### config.mk
export PLATFORM = sky130hd
export DESIGN_NAME = report_collector_flat
export DESIGN_NICKNAME = d
export VERILOG_FILES = /design/src/rtl/report_collector_if.sv /design/src/rtl/report_collector.sv /design/src/flat_wrapper.sv
export SDC_FILE = /design/constraint.sdc
export NUM_CORES = 1
export LEC_CHECK = 0
export CAP_MARGIN = 0
export CELL_PAD_IN_SITES_DETAIL_PLACEMENT = 2
export CELL_PAD_IN_SITES_GLOBAL_PLACEMENT = 2
export CORE_ASPECT_RATIO = 2
export CORE_MARGIN = 3
export CORE_UTILIZATION = 40
export DETAILED_ROUTE_END_ITERATION = 7
export PLACE_DENSITY_LB_ADDON = 0.1
export REMOVE_ABC_BUFFERS = 1
export SYNTH_ARGS = -nofsm -noshare
export SYNTH_HDL_FRONTEND = slang
export SYNTH_SLANG_ARGS = --single-unit
### constraint.sdc
create_clock -name clk -period 15.6 [get_ports clk]
set_clock_uncertainty 0.15 [all_clocks]
set_input_delay 2.34 -clock clk [delete_from_list [all_inputs] [get_ports clk]]
set_output_delay 2.34 -clock clk [all_outputs]
set_load 0.005 [all_outputs]
### src/rtl/report_collector_if.sv
// Read-side handshake between the report collector and the monitor readout logic.
// The collector drives a first-word fall-through head record; the reader answers with rd_ready.
interface report_collector_if #(
  parameter int REPORT_W = 52,
  parameter int STAMP_W  = 32
);
  logic                rd_valid;
  logic                rd_ready;
  logic [REPORT_W-1:0] rd_report;
  logic [STAMP_W-1:0]  rd_stamp;

  modport master (output rd_valid, rd_report, rd_stamp, input rd_ready);
  modport slave  (input rd_valid, rd_report, rd_stamp, output rd_ready);
endinterface

### src/rtl/report_collector.sv
// Timestamps every non-zero per-symbol report vector from a cluster stage and queues it
// in a fall-through FIFO for the monitor reader; drops on overflow are flagged and counted.
module report_collector #(
  parameter int REPORT_W = 52,
  parameter int DEPTH    = 16,
  parameter int STAMP_W  = 32,
  parameter int DROP_W   = 16
) (
  input  logic                     clk,
  input  logic                     reset_n,
  input  logic                     run,
  input  logic                     sym_reset,
  input  logic [REPORT_W-1:0]      report_in,
  report_collector_if.master       rd,
  output logic [$clog2(DEPTH):0]   level,
  output logic                     overflow,
  output logic [DROP_W-1:0]        drop_count
);
  localparam int AW = $clog2(DEPTH);
  localparam int LW = AW + 1;
  localparam int EW = STAMP_W + REPORT_W;

  logic [EW-1:0]      mem [DEPTH];
  logic [AW-1:0]      wr_ptr_reg, wr_ptr_next;
  logic [AW-1:0]      rd_ptr_reg, rd_ptr_next;
  logic [LW-1:0]      level_reg, level_next;
  logic [STAMP_W-1:0] stamp_reg, stamp_next;
  logic               overflow_reg, overflow_next;
  logic [DROP_W-1:0]  drop_count_reg, drop_count_next;

  logic          push_req, full, push, pop, drop;
  logic [EW-1:0] head;

  // sym_reset masks both sides so a flush cycle neither stores nor retires anything
  assign push_req = run & ~sym_reset & (|report_in);
  assign full     = (level_reg == LW'(DEPTH));
  assign pop      = (level_reg != '0) & rd.rd_ready & ~sym_reset;
  // When full, a same-cycle pop frees the head slot the new record lands in
  assign push     = push_req & (~full | pop);
  assign drop     = push_req & full & ~pop;

  always_comb begin
    wr_ptr_next     = wr_ptr_reg;
    rd_ptr_next     = rd_ptr_reg;
    level_next      = level_reg;
    stamp_next      = stamp_reg;
    overflow_next   = overflow_reg;
    drop_count_next = drop_count_reg;
    if (sym_reset) begin
      wr_ptr_next     = '0;
      rd_ptr_next     = '0;
      level_next      = '0;
      stamp_next      = '0;
      overflow_next   = 1'b0;
      drop_count_next = '0;
    end else begin
      if (run)
        stamp_next = stamp_reg + 1'b1;
      if (push)
        wr_ptr_next = wr_ptr_reg + 1'b1;
      if (pop)
        rd_ptr_next = rd_ptr_reg + 1'b1;
      if (push && !pop)
        level_next = level_reg + 1'b1;
      else if (pop && !push)
        level_next = level_reg - 1'b1;
      if (drop) begin
        overflow_next = 1'b1;
        if (drop_count_reg != {DROP_W{1'b1}})
          drop_count_next = drop_count_reg + 1'b1;
      end
    end
  end

  always_ff @(posedge clk or negedge reset_n) begin
    if (!reset_n) begin
      wr_ptr_reg     <= '0;
      rd_ptr_reg     <= '0;
      level_reg      <= '0;
      stamp_reg      <= '0;
      overflow_reg   <= 1'b0;
      drop_count_reg <= '0;
    end else begin
      wr_ptr_reg     <= wr_ptr_next;
      rd_ptr_reg     <= rd_ptr_next;
      level_reg      <= level_next;
      stamp_reg      <= stamp_next;
      overflow_reg   <= overflow_next;
      drop_count_reg <= drop_count_next;
    end
  end

  // Storage carries no reset; stale entries are hidden by the level-based output gating
  always_ff @(posedge clk) begin
    if (push)
      mem[wr_ptr_reg] <= {stamp_reg, report_in};
  end

  assign head         = mem[rd_ptr_reg];
  assign rd.rd_valid  = (level_reg != '0);
  assign rd.rd_report = rd.rd_valid ? head[REPORT_W-1:0] : '0;
  assign rd.rd_stamp  = rd.rd_valid ? head[EW-1:REPORT_W] : '0;
  assign level        = level_reg;
  assign overflow     = overflow_reg;
  assign drop_count   = drop_count_reg;
endmodule

### src/flat_wrapper.sv
// flat-port wrapper written by rule: the top's interface ports become plain ports
module report_collector_flat 
#(
  parameter int REPORT_W = 52,
  parameter int DEPTH    = 16,
  parameter int STAMP_W  = 32,
  parameter int DROP_W   = 16
)
  (clk, reset_n, run, sym_reset, report_in, level, overflow, drop_count, rd_rd_valid, rd_rd_report, rd_rd_stamp, rd_rd_ready);
  report_collector_if #(.REPORT_W(REPORT_W), .STAMP_W(STAMP_W)) rd_i ();
  input  logic clk;
  input  logic reset_n;
  input  logic run;
  input  logic sym_reset;
  input  logic [REPORT_W-1:0] report_in;
  output logic [$clog2(DEPTH):0] level;
  output logic overflow;
  output logic [DROP_W-1:0] drop_count;
  output wire logic [$bits(rd_i.rd_valid)-1:0] rd_rd_valid;
  output wire logic [$bits(rd_i.rd_report)-1:0] rd_rd_report;
  output wire logic [$bits(rd_i.rd_stamp)-1:0] rd_rd_stamp;
  input wire logic [$bits(rd_i.rd_ready)-1:0] rd_rd_ready;
  assign rd_rd_valid = rd_i.rd_valid;
  assign rd_rd_report = rd_i.rd_report;
  assign rd_rd_stamp = rd_i.rd_stamp;
  assign rd_i.rd_ready = rd_rd_ready;
  report_collector #(.REPORT_W(REPORT_W), .DEPTH(DEPTH), .STAMP_W(STAMP_W), .DROP_W(DROP_W)) u_core (.clk(clk), .reset_n(reset_n), .run(run), .sym_reset(sym_reset), .report_in(report_in), .rd(rd_i), .level(level), .overflow(overflow), .drop_count(drop_count));
endmodule
==> results of run 1 <==
## metal layers
layer,vias up,track usage
met5,-,0
met4,4,0.0541
met2,604,0.381
met1,13900,0.265
li1,10300,-
met3,186,0.0318
## power by group through the flow
stage	Combinational, uW	Sequential (uW)	Clock (uW)
after CTS	1870	4210	3360
final	1800	4210	3260
after global placement	1820	4290	0
after global routing	1940	4220	3490
after detailed placement	1860	4290	0
after floorplan	1410	4460	0
## cells in the mapped netlist (4+ instances only)
master	instances
xnor2_1	19
ha_1	11
mux4_2	420
and2_1	89
a21oi_1	15
and3_1	8
nor4_2	4
buf_2	37
or3_1	5
xor2_1	26
clkbuf_1	72
mux2i_1	5
nand3_1	20
and4_1	6
nand4_1	18
inv_1	14
dfrtp_1	62
nor2_1	59
o21ai_0	9
nor4_1	17
edfxtp_1	1344
nand2_1	27
nor3_1	14
## worst max-delay path by stage
stage | depth (start not counted) | to | startpoint
3_3_place_gp | 10 | u_core.mem[1][82]$_DFFE_PP_ | report_in[21]
2_1_floorplan | 3 | rd_rd_report[0] | u_core.rd_ptr_reg[0]$_DFFE_PN0P_
5_1_grt | 6 | rd_rd_report[43] | u_core.rd_ptr_reg[0]$_DFFE_PN0P_
6_report | 6 | rd_rd_report[43] | u_core.rd_ptr_reg[0]$_DFFE_PN0P_
3_5_place_dp | 10 | u_core.mem[0][79]$_DFFE_PP_ | report_in[23]
4_1_cts | 6 | rd_rd_report[43] | u_core.rd_ptr_reg[0]$_DFFE_PN0P_
## cell families (layout without fill, tap and decap cells)
kind of cell	count (synthesis)	count (layout)	synth area share
and+or+nand+nor	277	277	0.0286
AOI/OAI and AO/OA	30	30	0.00398
adders and majority gates	12	12	0.00290
other	0	4	0
muxes	426	426	0.175
xor gates and xnor gates	45	45	0.00725
buffers and inverters	132	464	0.0106
DFF	1406	1406	0.771
## cell type report
cell class                      instances  area share
Inverter                               14    0.000841
Timing Repair Buffer                  217      0.0331
Clock buffer                          169      0.0586
Clock inverter                         64      0.0103
Multi-Input combinational cell        790       0.191
Sequential cell                      1406       0.671
Tap cell                             1728      0.0346
Antenna cell                            4    0.000160
## stage by stage
stage	hold WS [ns]	util	TNS, ns	std cells
floorplan	0.336	-	-77.10	2210
global placement	0.367	0.432	0	4155
detailed placement	0.377	0.432	0	4155
CTS	0.398	0.464	0	4388
global route	0.443	0.464	0	4390
finish	0.406	0.464	0	4392
## critical path, delay by kind of cell, from the launching register on
family,cells,cell delay [ns]
flip-flops,1,0.79
multiplexers,2,1.14
AND/OR/NAND/NOR,1,0.18
buffers and inverters,3,2.16
==> key figures, run 1 <==
Power
  • Tot Pwr: around 9000 uW
  • PD cells: 148 mW/mm^2
  • Worst VDD drop: roughly 0.00011 V
  • Clock Power Share: 0.352
  • Sequential share of power: 0.454
  • P_int: around 7000 uW
  • P_leak: 0.0196 uW
  • P_sw: 2300 uW
  • Comb power frac: 0.194
  • Switching share of total power: 0.248

Die
  • DIE AREA: 0.141 sq mm
  • Core ar.: between 0.1 and 0.15 sq mm
  • Die height: 527 um
  • Number of I/O pins: 164
  • Die Span X: 267 um
  • Initial Util: 0.404
  • Row Count: 190

Worst hold path
  • Hold Path End: u_core.drop_count[0]$_DFFE_PN0P_
  • Hold depth: 1
  • Hold path startpoint: u_core.drop_count[0]$_DFFE_PN0P_
  • Min-Delay Path Class: reg2reg

Final layout
  • Most frequent cells in the layout: edfxtp_1, mux4_2, clkdlybuf4s50_1
  • Most common cell after layout, fill and taps aside: edfxtp_1
  • Final nets: between 2000 and 3000
  • Largest register FFs: between 1000 and 1500
  • Filler cells: roughly 12000
  • Layout area overhead: 15.0%
  • Storage cell area: 0.0419 sq mm
  • Multi-input combinational cell area: 0.0120 sq mm
  • Post-route cell area: 0.0625 sq mm
  • Layout cells sized above 1: 0.262

Synth
  • Synth area leaders: edfxtp_1, mux4_2, dfrtp_1, and2_1, clkbuf_1
  • Post-synth ARST share: 0.0441
  • Yosys top cell by area: edfxtp_1
  • Distinct cells, synth: 43
  • Syn Area/Cell: 23.3 sq um
  • Top-area cell type share of the netlist area: 0.743
  • Synth warn: 0
  • Sequential share of the synthesized area: 0.771
  • Post-Syn Area: 0.0543 sq mm
  • Syn Inst Count: 2328
  • EDFF count, synth: 1344
  • Yosys reg bits: 1406
  • Top_reg_cell synth: edfxtp_1

GRT
  • GRT overflow: 0
  • Initial antenna violation count: 7
  • Largest net degree at the start of global routing: 154
  • Vias in the first global route: 28800
  • First-pass GRT wire length: 211 mm
  • Gr usage total: 0.211

Critical path
  • Critical Path RT: 13.11 ns
  • Setup Crit Path Kind: reg2out
  • Max incr delay on CP: slightly above 0.9 ns
  • Worst-path cell chain: buf_4, buf_4, mux4_2, mux4_2, and2_1, clkdlybuf4s50_1
  • Reg-to-reg critical path startpoint: u_core.level[0]$_DFFE_PN0P_
  • Crit start category: register
  • Worst setup EP type: output pin
  • Maximum fanout along the worst path: 50
  • Arr. time, crit path: 5.19 ns
  • R2R setup slack: 11.17 ns
  • R2R depth: 7
  • Slowest CP cell: buf_4
  • Reg2reg end: u_core.mem[0][71]$_DFFE_PP_

Clock tree
  • Worst skew pair latency: 0.75 ns
  • Deepest clock path buffer count: 3
  • Clock-pin slew on the worst setup and hold paths: about 0.060 ns
  • Number of post-CTS setup repair buffers: 0
  • CTS resizes: 0
  • # hold bufs at CTS: 0
  • Clk sink count: 1406
  • CTS tree: yes
  • Total CTS buffers: about 130
  • Clk Tree Root Cell: clkbuf_16
  • H-tree lvl count: 4

Routing
  • DR pass1 iterations: 5
  • Post-route ant nets: 0
  • DRT iter0 DRCs: 1972
  • Met3 wire length: about 5.9 mm
  • Via density: 5.68
  • DR vias: between 20000 and 25000
  • DR top layer: met5
  • Metal-1 WL: 57.4 mm
  • Met2 routed WL: 78.8 mm
  • Post-DR wirelength/cell: 33.1 um
  • DR DRC count: 0
  • Routed WL: between 100 and 150 mm

Placement
  • GPL Wtd Cong: between 0.7 and 0.8
  • PortBufs: about 160
  • DP Area: slightly below 0.06 sq mm
  • Pre-CTS setup slack: 7.48 ns
  • Post-DP HPWL: a little under 80 mm

Timing
  • Fin crit share: 0.493
  • RSZ-0062 raised after global routing: no
  • Worst slew pin tran: 1.32 ns
  • Hold Fails Final Rpt: 0
  • Slew HR: 0.116
  • Maximum clock frequency: 130 MHz
  • Setup-failing EPs final: 0
  • Post-route setup slack: 7.92 ns
  • Fin. max-slew vios: 0
  • Fin crit period: 7.68 ns

Outcome
  • Status: finished, final reports clean

Job
  • Max cap viols: 0
(Power assumes the default switching activity.)
==> run 2: changes to the inputs <==
==> constraint.sdc (replaced) <==
create_clock -name clk -period 6.7 [get_ports clk]
set_clock_uncertainty 0.15 [all_clocks]
set_input_delay 1.005 -clock clk [delete_from_list [all_inputs] [get_ports clk]]
set_output_delay 1.005 -clock clk [all_outputs]
set_load 0.005 [all_outputs]
==> run 2 against run 1 <==
Power up 130%. Clock power up 130%. Sequential share of layout area down 0.51 points. Register-to-register slack worse by 8.6 ns. Design area up 0.77%. Clock-buffer cell count up 3. Flip-flop and latch count unchanged. Non-clock buffer count up 29. Utilization up 0.36 points. Sequential power up 130%. First-iteration DRC count up 7.8%. Critical endpoint is now rd_rd_report[33].
==> key figures, run 2 (synthesis gave the netlist of run 1 again) <==
Final layout
  • Final nets: ~2700
  • Layout area overhead: 15.9%
  • Layout cells sized above 1: 0.270
  • Post-route cell area: 0.0629 sq mm
  • Most frequent cells in the layout: edfxtp_1, mux4_2, clkdlybuf4s50_1
  • Most common cell after layout, fill and taps aside: edfxtp_1
  • Utilization after layout: 0.468
  • Largest register FFs: approximately 1300

Timing
  • Hold WS: around 0.41 ns
  • Slew HR: 0.213
  • Fin. max-slew vios: 0
  • Maximum clock frequency: about 190 MHz
  • Fin crit share: 0.791
  • Hold Fails Final Rpt: 0
  • Worst slew pin tran: 1.18 ns
  • Fin crit period: 5.30 ns
  • RSZ-0062 raised after global routing: no
  • Setup-failing EPs final: 0

Critical path
  • Max incr delay on CP: 0.91 ns
  • Arr. time, crit path: 4.14 ns
  • Crit start category: register
  • Setup Crit Path Kind: reg2out
  • Worst setup EP type: output pin
  • Slowest CP cell: dfrtp_4
  • R2R depth: 10
  • Maximum fanout along the worst path: 31
  • Worst-path cell chain: buf_12, buf_12, mux4_2, mux4_2, and2_1, clkdlybuf4s50_1
  • Critical Path RT: 5.54 ns

Worst hold path
  • Min-Delay Path Class: reg2reg
  • Hold depth: 2

Clock tree
  • CTS resizes: 0
  • Clk Tree Root Cell: clkbuf_16
  • CTS tree: yes
  • Clk sink count: 1406
  • Worst skew pair latency: 0.73 ns
  • H-tree lvl count: 4
  • Deepest clock path buffer count: 3
  • Number of post-CTS setup repair buffers: 0
  • Total CTS buffers: 133
  • Clock-pin slew on the worst setup and hold paths: ~0.06 ns

Power
  • PD cells: between 300 and 400 mW/mm^2
  • Worst VDD drop: about 0.00021 V
  • P_leak: 0.0199 uW

GRT
  • Gr usage total: 0.210
  • Vias in the first global route: around 29000
  • GRT overflow: 0
  • First-pass GRT wire length: between 200 and 250 mm
  • Largest net degree at the start of global routing: 85
  • Initial antenna violation count: 12

Die
  • Die Span X: roughly 270 um
  • Core ar.: around 0.13 sq mm
  • DIE AREA: about 0.14 sq mm
  • Number of I/O pins: 164
  • Die height: 527 um
  • Row Count: 190
  • Initial Util: 0.404

Routing
  • DR DRC count: 0
  • DR pass1 iterations: 5
  • DRT iter0 DRCs: 2125
  • Routed WL: 145 mm
  • Post-DR wirelength/cell: 32.7 um
  • Via density: ~5.7
  • Post-route ant nets: 0
  • DR vias: 25100

Placement
  • PortBufs: 163
  • GPL Wtd Cong: 0.724
  • DP Area: 0.0586 sq mm
  • Post-DP HPWL: 78.0 mm

Job
  • Max cap viols: 0

Outcome
  • Status: finished, final reports clean
-- run 2: final timing paths --
path                                                       start                               end  slack (ns)
max in group asynchronous                                reset_n  u_core.rd_ptr_reg[3]$_DFFE_PN0P_        4.65
worst min-delay path                 u_core.overflow$_DFFE_PN0P_       u_core.overflow$_DFFE_PN0P_        0.41
worst min register to register       u_core.overflow$_DFFE_PN0P_       u_core.overflow$_DFFE_PN0P_        0.41
worst max-delay path            u_core.rd_ptr_reg[0]$_DFFE_PN0P_                  rd_rd_report[33]        1.40
min in group asynchronous                                reset_n  u_core.stamp_reg[30]$_DFFE_PN0P_        0.44
worst max register to register       u_core.level[1]$_DFFE_PN0P_       u_core.level[4]$_DFFE_PN0P_        2.58
-- run 2: metal layers --
metal	wire (um)	GRT usage
met5	91	0
met4	3220	0.0545
met3	6450	0.0359
met2	78600	0.381
met1	56200	0.259
-- run 2: critical path: cells and delay by family (launching register included) --
family	cells	cell delay, ns
flip-flops	1	0.91
AND/OR/NAND/NOR	1	0.24
buffers and inverters	3	1.14
multiplexers	2	1.04
-- run 2: stage by stage --
stage | TNS, ns | total power, uW | worst slack [ns] | instances
after floorplan | -1362.74 | 12800 | -8.48 | 2210
after detailed placement | 0 | 14400 | 0.651 | 4183
after global routing | 0 | 22600 | 1.17 | 4422
after global placement | 0 | 14300 | 0.911 | 4183
final | 0 | 21700 | 1.40 | 4425
after CTS | 0 | 22100 | 1.25 | 4421
-- run 2: final cells by class --
| class | count | area, sq um |
|---|---|---|
| Fill cell | 11800 | 71600 |
| Sequential cell | 1406 | 41900 |
| Multi-Input combinational cell | 790 | 11900 |
| Clock buffer | 172 | 3700 |
| Timing Repair Buffer | 246 | 2520 |
| Tap cell | 1728 | 2160 |
| Clock inverter | 65 | 624 |
| Inverter | 14 | 52.6 |
| Antenna cell | 4 | 10.0 |
-- run 2: timing repair --
action | in CTS | in global routing
endpoints found under the setup margin | 0 | 0
hold buffers | 1 | 0
endpoints found under the hold margin | 1 | 0
-- run 2: where the power goes --
part / switching [uW] / internal (uW)
Sequential: 144 / 9670
Clock: 3280 / 4370
Combinational: 1950 / 2300
==> run 3: changes to the inputs <==
==> constraint.sdc (replaced) <==
create_clock -name clk -period 5.05 [get_ports clk]
set_clock_uncertainty 0.15 [all_clocks]
set_input_delay 0.7575 -clock clk [delete_from_list [all_inputs] [get_ports clk]]
set_output_delay 0.7575 -clock clk [all_outputs]
set_load 0.005 [all_outputs]
==> run 3 against run 2 <==
Cell count rose by 1.6%. Setup slack got worse by 1.2 ns. Hold slack worse by 0.018 ns. Flip-flop and latch count unchanged. Routed wire length increased by 3.7%. Die area stayed put. Sequential power is 33% higher. Global-route usage increased by 0.78 points. Register-to-register slack got worse by 1.3 ns. Sequential share of layout area is 0.74 points lower. Non-clock buffer count increased by 85. Via count is 1.9% higher.
==> key figures, run 3 (synthesis gave the netlist of run 1 again) <==
Clock tree
  • Deepest clock path buffer count: 3
  • Clock-pin slew on the worst setup and hold paths: 0.07 ns
  • H-tree lvl count: 3
  • Worst skew pair latency: about 0.74 ns
  • Clk Tree Root Cell: clkbuf_16
  • Clk sink count: 1406
  • Number of post-CTS setup repair buffers: 0
  • CTS tree: yes
  • Total CTS buffers: 121

GRT
  • Vias in the first global route: 29400
  • GRT overflow: 0
  • Gr usage total: 0.218
  • First-pass GRT wire length: approximately 220 mm
  • Initial antenna violation count: 5
  • Largest net degree at the start of global routing: 67

Die
  • Initial Util: 0.404
  • Number of I/O pins: 164
  • Die Span X: 267 um
  • Core ar.: approximately 0.13 sq mm
  • Row Count: 190
  • DIE AREA: between 0.1 and 0.15 sq mm
  • Die height: 527 um

Timing
  • Setup-failing EPs final: 0
  • Worst slew pin tran: 1.34 ns
  • Post-route setup slack: 0.204 ns
  • Slew HR: 0.0964
  • Fin. max-slew vios: 0
  • RSZ-0062 raised after global routing: no
  • Hold Fails Final Rpt: 0
  • Maximum clock frequency: 206 MHz
  • Fin crit share: 0.960
  • Hold WS: around 0.4 ns
  • Fin crit period: 4.85 ns

Critical path
  • Crit start category: register
  • Maximum fanout along the worst path: 26
  • Setup Crit Path Kind: reg2out
  • Critical Path RT: 4.14 ns
  • Worst setup EP type: output pin
  • Slowest CP cell: dfrtp_4
  • Max incr delay on CP: between 0.7 and 0.8 ns
  • CP dominant cell by count: mux4_2
  • Arr. time, crit path: between 3 and 4 ns
  • Worst-path cell chain: buf_4, mux4_2, mux4_2, and2_1, clkdlybuf4s50_1

Placement
  • GPL Wtd Cong: 0.740
  • PortBufs: 163
  • Post-DP HPWL: 90.8 mm
  • Pre-CTS setup slack: -0.238 ns

Worst hold path
  • Min-Delay Path Class: reg2reg

Final layout
  • Layout cells sized above 1: 0.286
  • Most common cell after layout, fill and taps aside: edfxtp_1
  • Layout area overhead: 17.2%
  • Largest register FFs: 1344
  • Final nets: 2733
  • Utilization after layout: 0.473
  • Most frequent cells in the layout: edfxtp_1, mux4_2, clkdlybuf4s50_1

Job
  • Max cap viols: 0

Routing
  • DR DRC count: 0
  • Routed WL: 150 mm
  • DRT iter0 DRCs: 2048
  • DR vias: 25600
  • Via density: between 5 and 6
  • DR pass1 iterations: 5
  • Post-DR wirelength/cell: 33.3 um
  • Post-route ant nets: 0

Power
  • Worst VDD drop: 0.000395 V
  • Tot Pwr: 28100 uW
  • P_leak: a little over 0.02 uW
  • PD cells: 442 mW/mm^2

Outcome
  • Status: finished, final reports clean
[run 3: area by class of cell]
class / instances / area (sq um)
Antenna cell: 5 / 12.5
Clock buffer: 157 / 3300
Clock inverter: 67 / 562
Fill cell: 11700 / 70900
Inverter: 14 / 52.6
Multi-Input combinational cell: 790 / 11900
Sequential cell: 1406 / 41900
Tap cell: 1728 / 2160
Timing Repair Buffer: 331 / 3700
[run 3: path summary, 6_finish.rpt]
| kind | from | cells past startpoint | end | slack [ns] |
|---|---|---|---|---|
| min reg2reg | u_core.overflow$_DFFE_PN0P_ | 2 | u_core.overflow$_DFFE_PN0P_ | 0.39 |
| min in group asynchronous | reset_n | 2 | u_core.stamp_reg[29]$_DFFE_PN0P_ | 0.53 |
| max | u_core.rd_ptr_reg[0]$_DFFE_PN0P_ | 5 | rd_rd_stamp[15] | 0.20 |
| max in group asynchronous | reset_n | 2 | u_core.rd_ptr_reg[1]$_DFFE_PN0P_ | 3.47 |
| max reg2reg | u_core.level[1]$_DFFE_PN0P_ | 11 | u_core.level[4]$_DFFE_PN0P_ | 1.30 |
| min | u_core.overflow$_DFFE_PN0P_ | 2 | u_core.overflow$_DFFE_PN0P_ | 0.39 |
[run 3: report_power, final]
part	leakage [uW]	internal, uW	switching [uW]
clock network	0.00189	5010	4260
logic	0.00475	3150	2740
registers	0.0135	12800	150
total	0.0202	21000	7150
[run 3: repair_timing]
action | CTS | global route
endpoints found under the hold margin | 5 | 0
setup endpoints to repair | 0 | 0
hold buffers | 1 | 0
gates resized for setup | 0 | 0
[run 3: routing by layer]
metal	routed length [um]	vias up	global-route usage
met1	59000	14200	0.273
met5	0	-	0
li1	-	10500	-
met4	3510	0	0.0553
met3	6050	179	0.0309
met2	81300	681	0.395
[run 3: stage by stage]
stage	setup TNS [ns]	cells	area [sq um]
detailed placement	-0.288	4268	59800
CTS	0	4493	63600
global placement	-0.429	4268	59800
floorplan	-2634.72	2210	53800
finish	0	4498	63700
global route	0	4495	63600
[run 3: critical path, delay by kind of cell (launching register included)]
kind / cells / cell delay, ns
DFF: 1 / 0.77
muxes: 2 / 1.14
and+or+nand+nor: 1 / 0.18
buffers and inverters: 2 / 1.05
